[config.mk]
export PLATFORM = sky130hd
export DESIGN_NAME = wb_port_arbiter
export DESIGN_NICKNAME = d
export VERILOG_FILES = /design/src/rtl/wb_port_arbiter.sv
export SDC_FILE = /design/constraint.sdc
export NUM_CORES = 1
export LEC_CHECK = 0
export ABC_AREA = 1
export BUFFER_PORTS_ARGS = -buffer_cell sky130_fd_sc_hd__buf_4
export CELL_PAD_IN_SITES_DETAIL_PLACEMENT = 0
export CELL_PAD_IN_SITES_GLOBAL_PLACEMENT = 1
export CORE_MARGIN = 5
export CORE_UTILIZATION = 39
export DETAILED_ROUTE_END_ITERATION = 6
export PLACE_DENSITY = 0.76
export SETUP_SLACK_MARGIN = 0.5
export SYNTH_ARGS = -nofsm -noshare
export SYNTH_HDL_FRONTEND = slang
export SYNTH_SLANG_ARGS = --single-unit
[constraint.sdc]
create_clock -name clk -period 4.1 [get_ports clk]
set_input_delay 0.82 -clock clk [delete_from_list [all_inputs] [get_ports clk]]
set_output_delay 0.82 -clock clk [all_outputs]
set_load 0.005 [all_outputs]
[src/rtl/wb_port_arbiter.sv]
// Shares the register-file write port between the in-order W stage and a multi-cycle unit.
// Multi-cycle results wait in a small FIFO and drain into idle cycles or forced W-stage freezes.
module wb_port_arbiter #(
  parameter int XLEN         = 32,
  parameter int REG_AW       = 5,
  parameter int DEPTH        = 2,
  parameter int STARVE_LIMIT = 4
) (
  input  logic              clk,
  input  logic              rst,
  input  logic              RegWriteW,
  input  logic [REG_AW-1:0] RDW,
  input  logic [XLEN-1:0]   ResultW,
  input  logic              mc_valid,
  input  logic [REG_AW-1:0] mc_rd,
  input  logic [XLEN-1:0]   mc_data,
  output logic              mc_ready,
  output logic              RegWriteR,
  output logic [REG_AW-1:0] RDR,
  output logic [XLEN-1:0]   WriteDataR,
  output logic              StallWB,
  output logic              mc_pending
);

  localparam int PTR_W = $clog2(DEPTH);
  localparam int CNT_W = $clog2(DEPTH + 1);
  localparam int STV_W = $clog2(STARVE_LIMIT + 1);

  localparam logic [CNT_W-1:0] FULL  = CNT_W'(DEPTH);
  localparam logic [STV_W-1:0] LIMIT = STV_W'(STARVE_LIMIT);

  typedef struct packed {
    logic [REG_AW-1:0] rd;
    logic [XLEN-1:0]   data;
  } entry_t;

  entry_t             mem [DEPTH];
  entry_t             head;
  logic [PTR_W-1:0]   wr_ptr;
  logic [PTR_W-1:0]   rd_ptr;
  logic [CNT_W-1:0]   count;
  logic [CNT_W-1:0]   count_next;
  logic [STV_W-1:0]   starve_cnt;
  logic [STV_W-1:0]   starve_next;
  logic               stall_next;
  logic               enq;
  logic               deq;

  // Readiness comes only from the registered count, so a full FIFO never accepts,
  // even in a cycle where it also dequeues.
  assign mc_ready   = (count != FULL);
  assign mc_pending = (count != '0);
  assign head       = mem[rd_ptr];

  // x0 results are handshaken but never stored.
  assign enq = mc_valid && mc_ready && (mc_rd != '0);

  always_comb begin
    // NOTE: every output of this block gets a default first, so no path can infer a latch.
    RegWriteR  = 1'b0;
    RDR        = '0;
    WriteDataR = '0;
    deq        = 1'b0;
    // The grant is combinational, so it is gated while reset is asserted to keep the port quiet.
    if (rst) begin
      if (StallWB) begin
        if (mc_pending) begin
          RegWriteR  = 1'b1;
          RDR        = head.rd;
          WriteDataR = head.data;
          deq        = 1'b1;
        end
      end else if (RegWriteW && (RDW != '0)) begin
        RegWriteR  = 1'b1;
        RDR        = RDW;
        WriteDataR = ResultW;
      end else if (mc_pending) begin
        RegWriteR  = 1'b1;
        RDR        = head.rd;
        WriteDataR = head.data;
        deq        = 1'b1;
      end
    end
  end

  always_comb begin
    count_next = count;
    if (enq && !deq) begin
      count_next = count + CNT_W'(1);
    end else if (deq && !enq) begin
      count_next = count - CNT_W'(1);
    end
  end

  // The age counter belongs to whichever entry is at the head; a new head starts from zero.
  always_comb begin
    starve_next = starve_cnt;
    if (!mc_pending || deq) begin
      starve_next = '0;
    end else if (starve_cnt < LIMIT) begin
      starve_next = starve_cnt + STV_W'(1);
    end
  end

  // A freeze always dequeues, so it cannot be requested two cycles running.
  assign stall_next = !StallWB && (count_next != '0) &&
                      ((starve_next >= LIMIT) || (count_next == FULL));

  // NOTE: sequential state uses non-blocking assignments so every flop samples pre-edge values.
  always_ff @(posedge clk or negedge rst) begin
    if (!rst) begin
      wr_ptr     <= '0;
      rd_ptr     <= '0;
      count      <= '0;
      starve_cnt <= '0;
      StallWB    <= 1'b0;
    end else begin
      if (enq) begin
        wr_ptr <= wr_ptr + PTR_W'(1);
      end
      if (deq) begin
        rd_ptr <= rd_ptr + PTR_W'(1);
      end
      count      <= count_next;
      starve_cnt <= starve_next;
      StallWB    <= stall_next;
    end
  end

  // NOTE: the storage array is deliberately not reset; count alone decides which entries are valid.
  always_ff @(posedge clk) begin
    if (enq) begin
      mem[wr_ptr] <= '{rd: mc_rd, data: mc_data};
    end
  end

endmodule

==> reports/metrics.yaml, run 1 <==
netlist_instances: 302
areaGrowthSynthToFinish_pct: 33.1
viasPerCell: 4.72
layout-drive-gt1-share_pct: 37.9
path_class: "primary input to output pin"
p_per_area_nw_per_um2: 594
end_kind: "output pin"
dp_hpwl_microns: 5800
synthAdderAreaFrac_pct: 1.02
place_inst: 540
rsz0062_at_grt: "no"
fin_crit_sh_pct: 72.7
clock_latency_ns: 0.34
routed_wl_microns: 8440
hold_path.class: "primary input to async pin"
p_leak_nw: 2.11
grt_max_degree: 42
io_pins: 119
r2r-start: "count[0]"
critPathRequiredTime_ns: 3.28
cts_hold_repair.buffers: 0
regArea_sq_um: 2420
initial_core_util_pct: 39.8
clk_pin_slew_worst_paths_ns: 0.08
synth-compound-area-share_pct: 11.5
grt_pass1_vias: 2607
finalWeightedCongestion: 0.768
cp-start-kind: "primary input"
synthTopCellsByArea: "edfxtp_1 (60%), nor2_1 (8.6%), o32ai_1 (6.4%)"
clkSinkCount: 82
outcome: "finished, final reports clean"
critPathArrivalTime_ns: 2.16
switching_share_pct: 33.8
die_area_sq_um: 11500
cts.htree.levels: 3
power_frac_seq_pct: 41.3
synth_top_area_share_pct: 60.4
portBuffers: 118
cts_tree: "built"
muxShareOfSynthArea_pct: 0.272
reg2reg_depth: 6
layoutNonFillerInstCount: 556
netlist_area_sq_um: 3680
r2r-end: "mem[1][6]"
clk_path_buf_depth: 2
clockPowerShare_pct: 21.6
drv_slew: 0
cp-startpoint: "RDW[4]"
ant_nets: 0
yosys_warnings: 0
gr-total-overflow: 0
avgSynthCellArea_sq_um: 12.2
synth_xor_area_share_pct: 0.476
comb_power_share_pct: 37.1
synth_seq_cells: 82
synth_top_family_by_area: "simple AND/OR/NAND/NOR gates"
worst-r2r-setup-slack_ns: 1.85
relSlewSlack_pct: 51.6
drc: 0
hold_violations: 0
finClkSkew_ns: 0.0103
synth_fp_nets: 383
final_cell_mix: "buf_4 (123), nor2_1 (82), edfxtp_1 (74), inv_1 (49), o32ai_1 (27)"
vias: 2625
die_w_microns: 107
fin_nets: 503
dr.first_iter.drc_count: 96
ys_types: 26
die_h_microns: 107
cts_made_buffers: 9
peakVddDrop_uv: 351
grt_usage_pct: 14.7
multi_input_area_sq_um: 986
maxCapViolCount: 0
cts_root_buf: "clkbuf_8"
post-route-min-period_ns: 2.98
setup_viol: 0
tns_ns: 0
core_area_sq_um: 9240
cts-resized-gates: 0
rows: 35
insertedDiodeCount: 0
antenna_found_initial: 0
tightest_slew_ns: 0.724
ys_seq_area_share_pct: 65.9
nFillCells: 827
final_common_cell: "buf_4"
yosys.area_share.simple_pct: 13.2
grt_pass1_wl_microns: 13200
place_area_sq_um: 4680
power_mw: 2.91
first_pass_iters: 4
max_freq_mhz: 336
synth_largest_area_cell: "edfxtp_1"
internal_power_mw: 1.92
power.switching_mw: 0.983
drt-wirelength-per-cell_microns: 15.2
path_max_fanout: 41
design_area_sq_um: 4900
cts_setup_buffers: 0
crit_end: "WriteDataR[16]"
power groups by stage:
stage                     Clock [mW]  Sequential [mW]  Combinational [mW]
after floorplan                    0             1.21               0.663
after global placement             0             1.21                1.09
after detailed placement           0             1.22                1.09
after CTS                      0.639             1.20                1.10
after global routing           0.686             1.22                1.20
final                          0.628             1.20                1.08
how the worst min path moves through the flow:
| stage | from | endpoint | slack (ns) | cells past startpoint |
|---|---|---|---|---|
| after floorplan | wr_ptr | wr_ptr | 0.49 | 2 |
| after global placement | starve_cnt[1] | starve_cnt[1] | 0.52 | 2 |
| after detailed placement | starve_cnt[1] | starve_cnt[1] | 0.53 | 2 |
| after CTS | rst | count[1] | 0.29 | 1 |
| after global routing | rst | count[1] | 0.28 | 1 |
| final | rst | count[1] | 0.29 | 1 |
layer usage:
metal | global-route usage [%] | up-vias | routed length (microns)
li1 | - | 1287 | -
met1 | 20.6 | 1242 | 3830
met2 | 22.7 | 87 | 3910
met3 | 4.39 | 9 | 619
met4 | 3.29 | 0 | 84
met5 | 0 | - | 0
synthesized netlist by cell type:
library cell   n
clkbuf_1       1
nand2_2        4
buf_6          4
o21ai_0        2
inv_2          1
a211oi_1       1
nor2_2         1
o32ai_2        9
buf_1          1
edfxtp_1      74
nand2_4        2
xor2_1         2
nor2_1        84
nand3b_1       1
inv_1         49
nand2_1        8
nand3_1        5
buf_4          2
ha_1           3
nor2_4         2
dfrtp_1        8
buf_2          6
o211ai_4       1
mux2i_1        1
o32ai_1       27
nand3_2        3
registers in the layout, indices dropped and copies added, names as in the netlist:
register,count
StallWB,1
count,2
mem,74
rd_ptr,1
starve_cnt,3
wr_ptr,1
cell type report:
cell class | instances | share of cell area [%]
clock buffers | 9 | 2.53
clock inverters | 7 | 1.89
inverters | 50 | 3.83
multi-input cells | 156 | 20.1
flip-flops and latches | 82 | 49.5
well taps | 129 | 3.30
repair buffers | 123 | 18.9
logic make-up (layout without fill, tap and decap cells):
| logic type | count (synthesis) | after routing |
|---|---|---|
| simple gates | 110 | 110 |
| flops | 82 | 82 |
| compound gates | 40 | 40 |
| buf+inv | 64 | 189 |
| xor+xnor | 2 | 2 |
| mux | 1 | 1 |
| fa+ha+maj | 3 | 3 |
worst max-delay path: stages:
cell     delay, ns
buf_4         0.11
nor2_1        0.11
nand3_2       0.10
nand2_2       0.11
nand2_4       0.29
o32ai_1       0.40
buf_4         0.17
metrics by stage:
stage / hold WS (ns) / setup slack, ns / utilization [%]
2_1_floorplan: 0.489 / 1.04 / -
3_3_place_gp: 0.515 / 1.12 / 50.7
3_5_place_dp: 0.535 / 1.14 / 50.7
4_1_cts: 0.285 / 1.12 / 53.0
5_1_grt: 0.276 / 1.00 / 53.0
6_report: 0.294 / 1.12 / 53.0
Power figures use the tool's default switching activity.
==> run 2, diff against run 1 <==
CORE_UTILIZATION = 35   (was 39)
PLACE_DENSITY = 0.72   (was 0.76)
clock period = 2.44 ns   (was 4.1 ns; I/O delays follow)
==> run 2 against run 1 <==
Non-clock buffer count grew 22. Sequential power grew 68%. Final cell count increased by 5.0%. Clock power grew 64%. Global-route usage grew 0.11 points. Critical path depth stayed put. Final area rose by 11%. First-iteration DRC count increased by 5.2%. Count of clock-buffer cells in the layout rose by 1. Hold slack lost 0.23 ns. Critical endpoint is now RDR[3]. Largest power group is now combinational logic. Highest routed layer unchanged.
==> reports/metrics.yaml, run 2 (synthesized netlist as in run 1, its figures left out) <==
outcome: "finished, final reports clean"
antenna_found_initial: 0  # unchanged
tightest_slew_ns: 0.315  # -0.410 ns
dp_hpwl_microns: 6510  # +12%
crit_chain: "inv_2 > ha_4 > nor2_4 > nand2_8 > buf_4 > o32ai_4 > buf_4"
largest_registers: "mem (74), starve_cnt (3), count (2)"
relSlewSlack_pct: 79.0  # +27 points
cp_slowest_stage_delay_ns: 0.38  # -0.02 ns
portBuffers: 118  # unchanged
design_area_sq_um: 5430  # +11%
drc: 0  # unchanged
layout-drive-gt1-share_pct: 47.5  # +9.6 points
fin_crit_sh_pct: 92.7
die_h_microns: 113  # +5.0%
die_w_microns: 113  # +5.0%
grt_pass1_vias: 2986  # +15%
insertedDiodeCount: 0  # unchanged
drv_slew: 0  # unchanged
first_pass_iters: 4  # unchanged
initial_core_util_pct: 35.8  # -4.0 points
cts_root_buf: "clkbuf_8"
crit_buf_inv: 3  # +1
max_freq_mhz: 442
met3WireLength_microns: 566  # -8.6%
maxCapViolCount: 0  # unchanged
grt_usage_pct: 14.8  # +0.11 points
rsz0062_at_grt: "yes"
cp_slowest_cell: "dfrtp_1"
cts_made_buffers: 9  # unchanged
rows: 37  # +5.7%
finalWeightedCongestion: 0.804  # +4.7%
areaGrowthSynthToFinish_pct: 47.6
setup_viol: 0  # unchanged
ant_nets: 0  # unchanged
path_max_fanout: 8  # -80%
finClkSkew_ns: 0.00844  # -0.00186 ns
wl_met1_microns: 4040  # +5.6%
post-route-min-period_ns: 2.26
cp-start-kind: "register"
io_pins: 119  # unchanged
critPathRequiredTime_ns: 1.95  # -1.33 ns
core_area_sq_um: 10300  # +11%
dr.first_iter.drc_count: 101  # +5.2%
fin_util_pct: 52.8  # -0.16 points
grt_pass1_wl_microns: 14900  # +12%
fin_nets: 525  # +4.4%
tns_ns: 0  # unchanged
routed_wl_microns: 9510  # +13%
gr-total-overflow: 0  # unchanged
power_mw: 5.45  # +87%
critPathTopFamily: "buffers and inverters"
place_area_sq_um: 4790  # +2.4%
nFillCells: 952  # +15%
p_per_area_nw_per_um2: 1000  # +69%
clock_latency_ns: 0.34  # about the same
peakVddDrop_uv: 441  # +26%
largest_reg_flops: 74  # unchanged
critPathArrivalTime_ns: 1.77  # -0.39 ns
vias: 2779  # +5.9%
drt-wirelength-per-cell_microns: 16.3  # +7.3%
end_kind: "output pin"
clk_pin_slew_worst_paths_ns: 0.08  # about the same
clkSinkCount: 82  # unchanged
cp_common_cell: "buf_4"
cts_hold_repair.buffers: 0  # unchanged
hold_violations: 0  # unchanged
cts_tree: "built"
dr_wl_met2_microns: 4820  # +23%
die_area_sq_um: 12700  # +10%
final_cell_mix: "buf_4 (134), nor2_1 (81), edfxtp_1 (74), inv_1 (48), o32ai_2 (27)"
p_leak_nw: 2.31  # +9.7%
clk_path_buf_depth: 2  # unchanged
viasPerCell: 4.76  # +0.79%
final_common_cell: "buf_4"
path_class: "register to output pin"
top_layer_used: "met4"
hold_path.class: "primary input to async pin"
cts.htree.levels: 3  # unchanged
largest-register: "mem"
grt_max_degree: 32  # -24%
[run 2: where the power goes]
group / switching, mW / internal [mW]
logic: 1.29 / 1.11
registers: 0.115 / 1.90
clock network: 0.463 / 0.569
total: 1.87 / 3.58
[run 2: routing by layer]
layer  GRT usage, %  vias to the layer above
met5              0                        -
met4           4.09                        0
met3           3.72                        7
met2           26.3                       93
met1           17.9                     1346
li1               -                     1333
[run 2: cell type report]
type                    instances  area (sq um)  share of cell area, %
clock inverters                 5          80.1                   1.47
well taps                     136           170                   3.13
flip-flops and latches         82          2420                   44.6
clock buffers                  10           128                   2.35
repair buffers                145          1180                   21.7
multi-input cells             156          1260                   23.3
inverters                      50           188                   3.46
[run 2: path summary, 6_finish.rpt]
check | cells past startpoint | start | endpoint | slack [ns]
min | 2 | rst | rd_ptr | 0.06
max | 7 | count[0] | RDR[3] | 0.18
min in group clk | 1 | mc_data[10] | mem[0][10] | 0.32
min reg2reg | 2 | starve_cnt[1] | starve_cnt[1] | 0.54
max in group asynchronous | 2 | rst | starve_cnt[0] | 2.23
max reg2reg | 7 | count[0] | mem[1][15] | 0.67
[run 2: what timing repair did]
action | 4_1_cts | 5_1_grt
setup endpoints to repair | 57 | 113
gates cloned | 0 | 1
setup buffers | 10 | 2
pin swaps | 4 | 2
gates resized for setup | 29 | 18
[run 2: worst register-to-register path, stage by stage (launching register included)]
cell and delay [ns]:
dfrtp_1 0.38, inv_2 0.07, buf_4 0.14, ha_1 0.23
nor2_2 0.13, nand2_2 0.13, nor2_4 0.22, buf_12 0.19
[run 2: stage by stage]
step                setup WS (ns)  hold slack [ns]  std cells
detailed placement          0.224            0.427        556
global route               0.0829           0.0508        584
floorplan                   0.180            0.192        302
global placement            0.208            0.425        556
finish                      0.178           0.0619        584
CTS                         0.140           0.0506        581
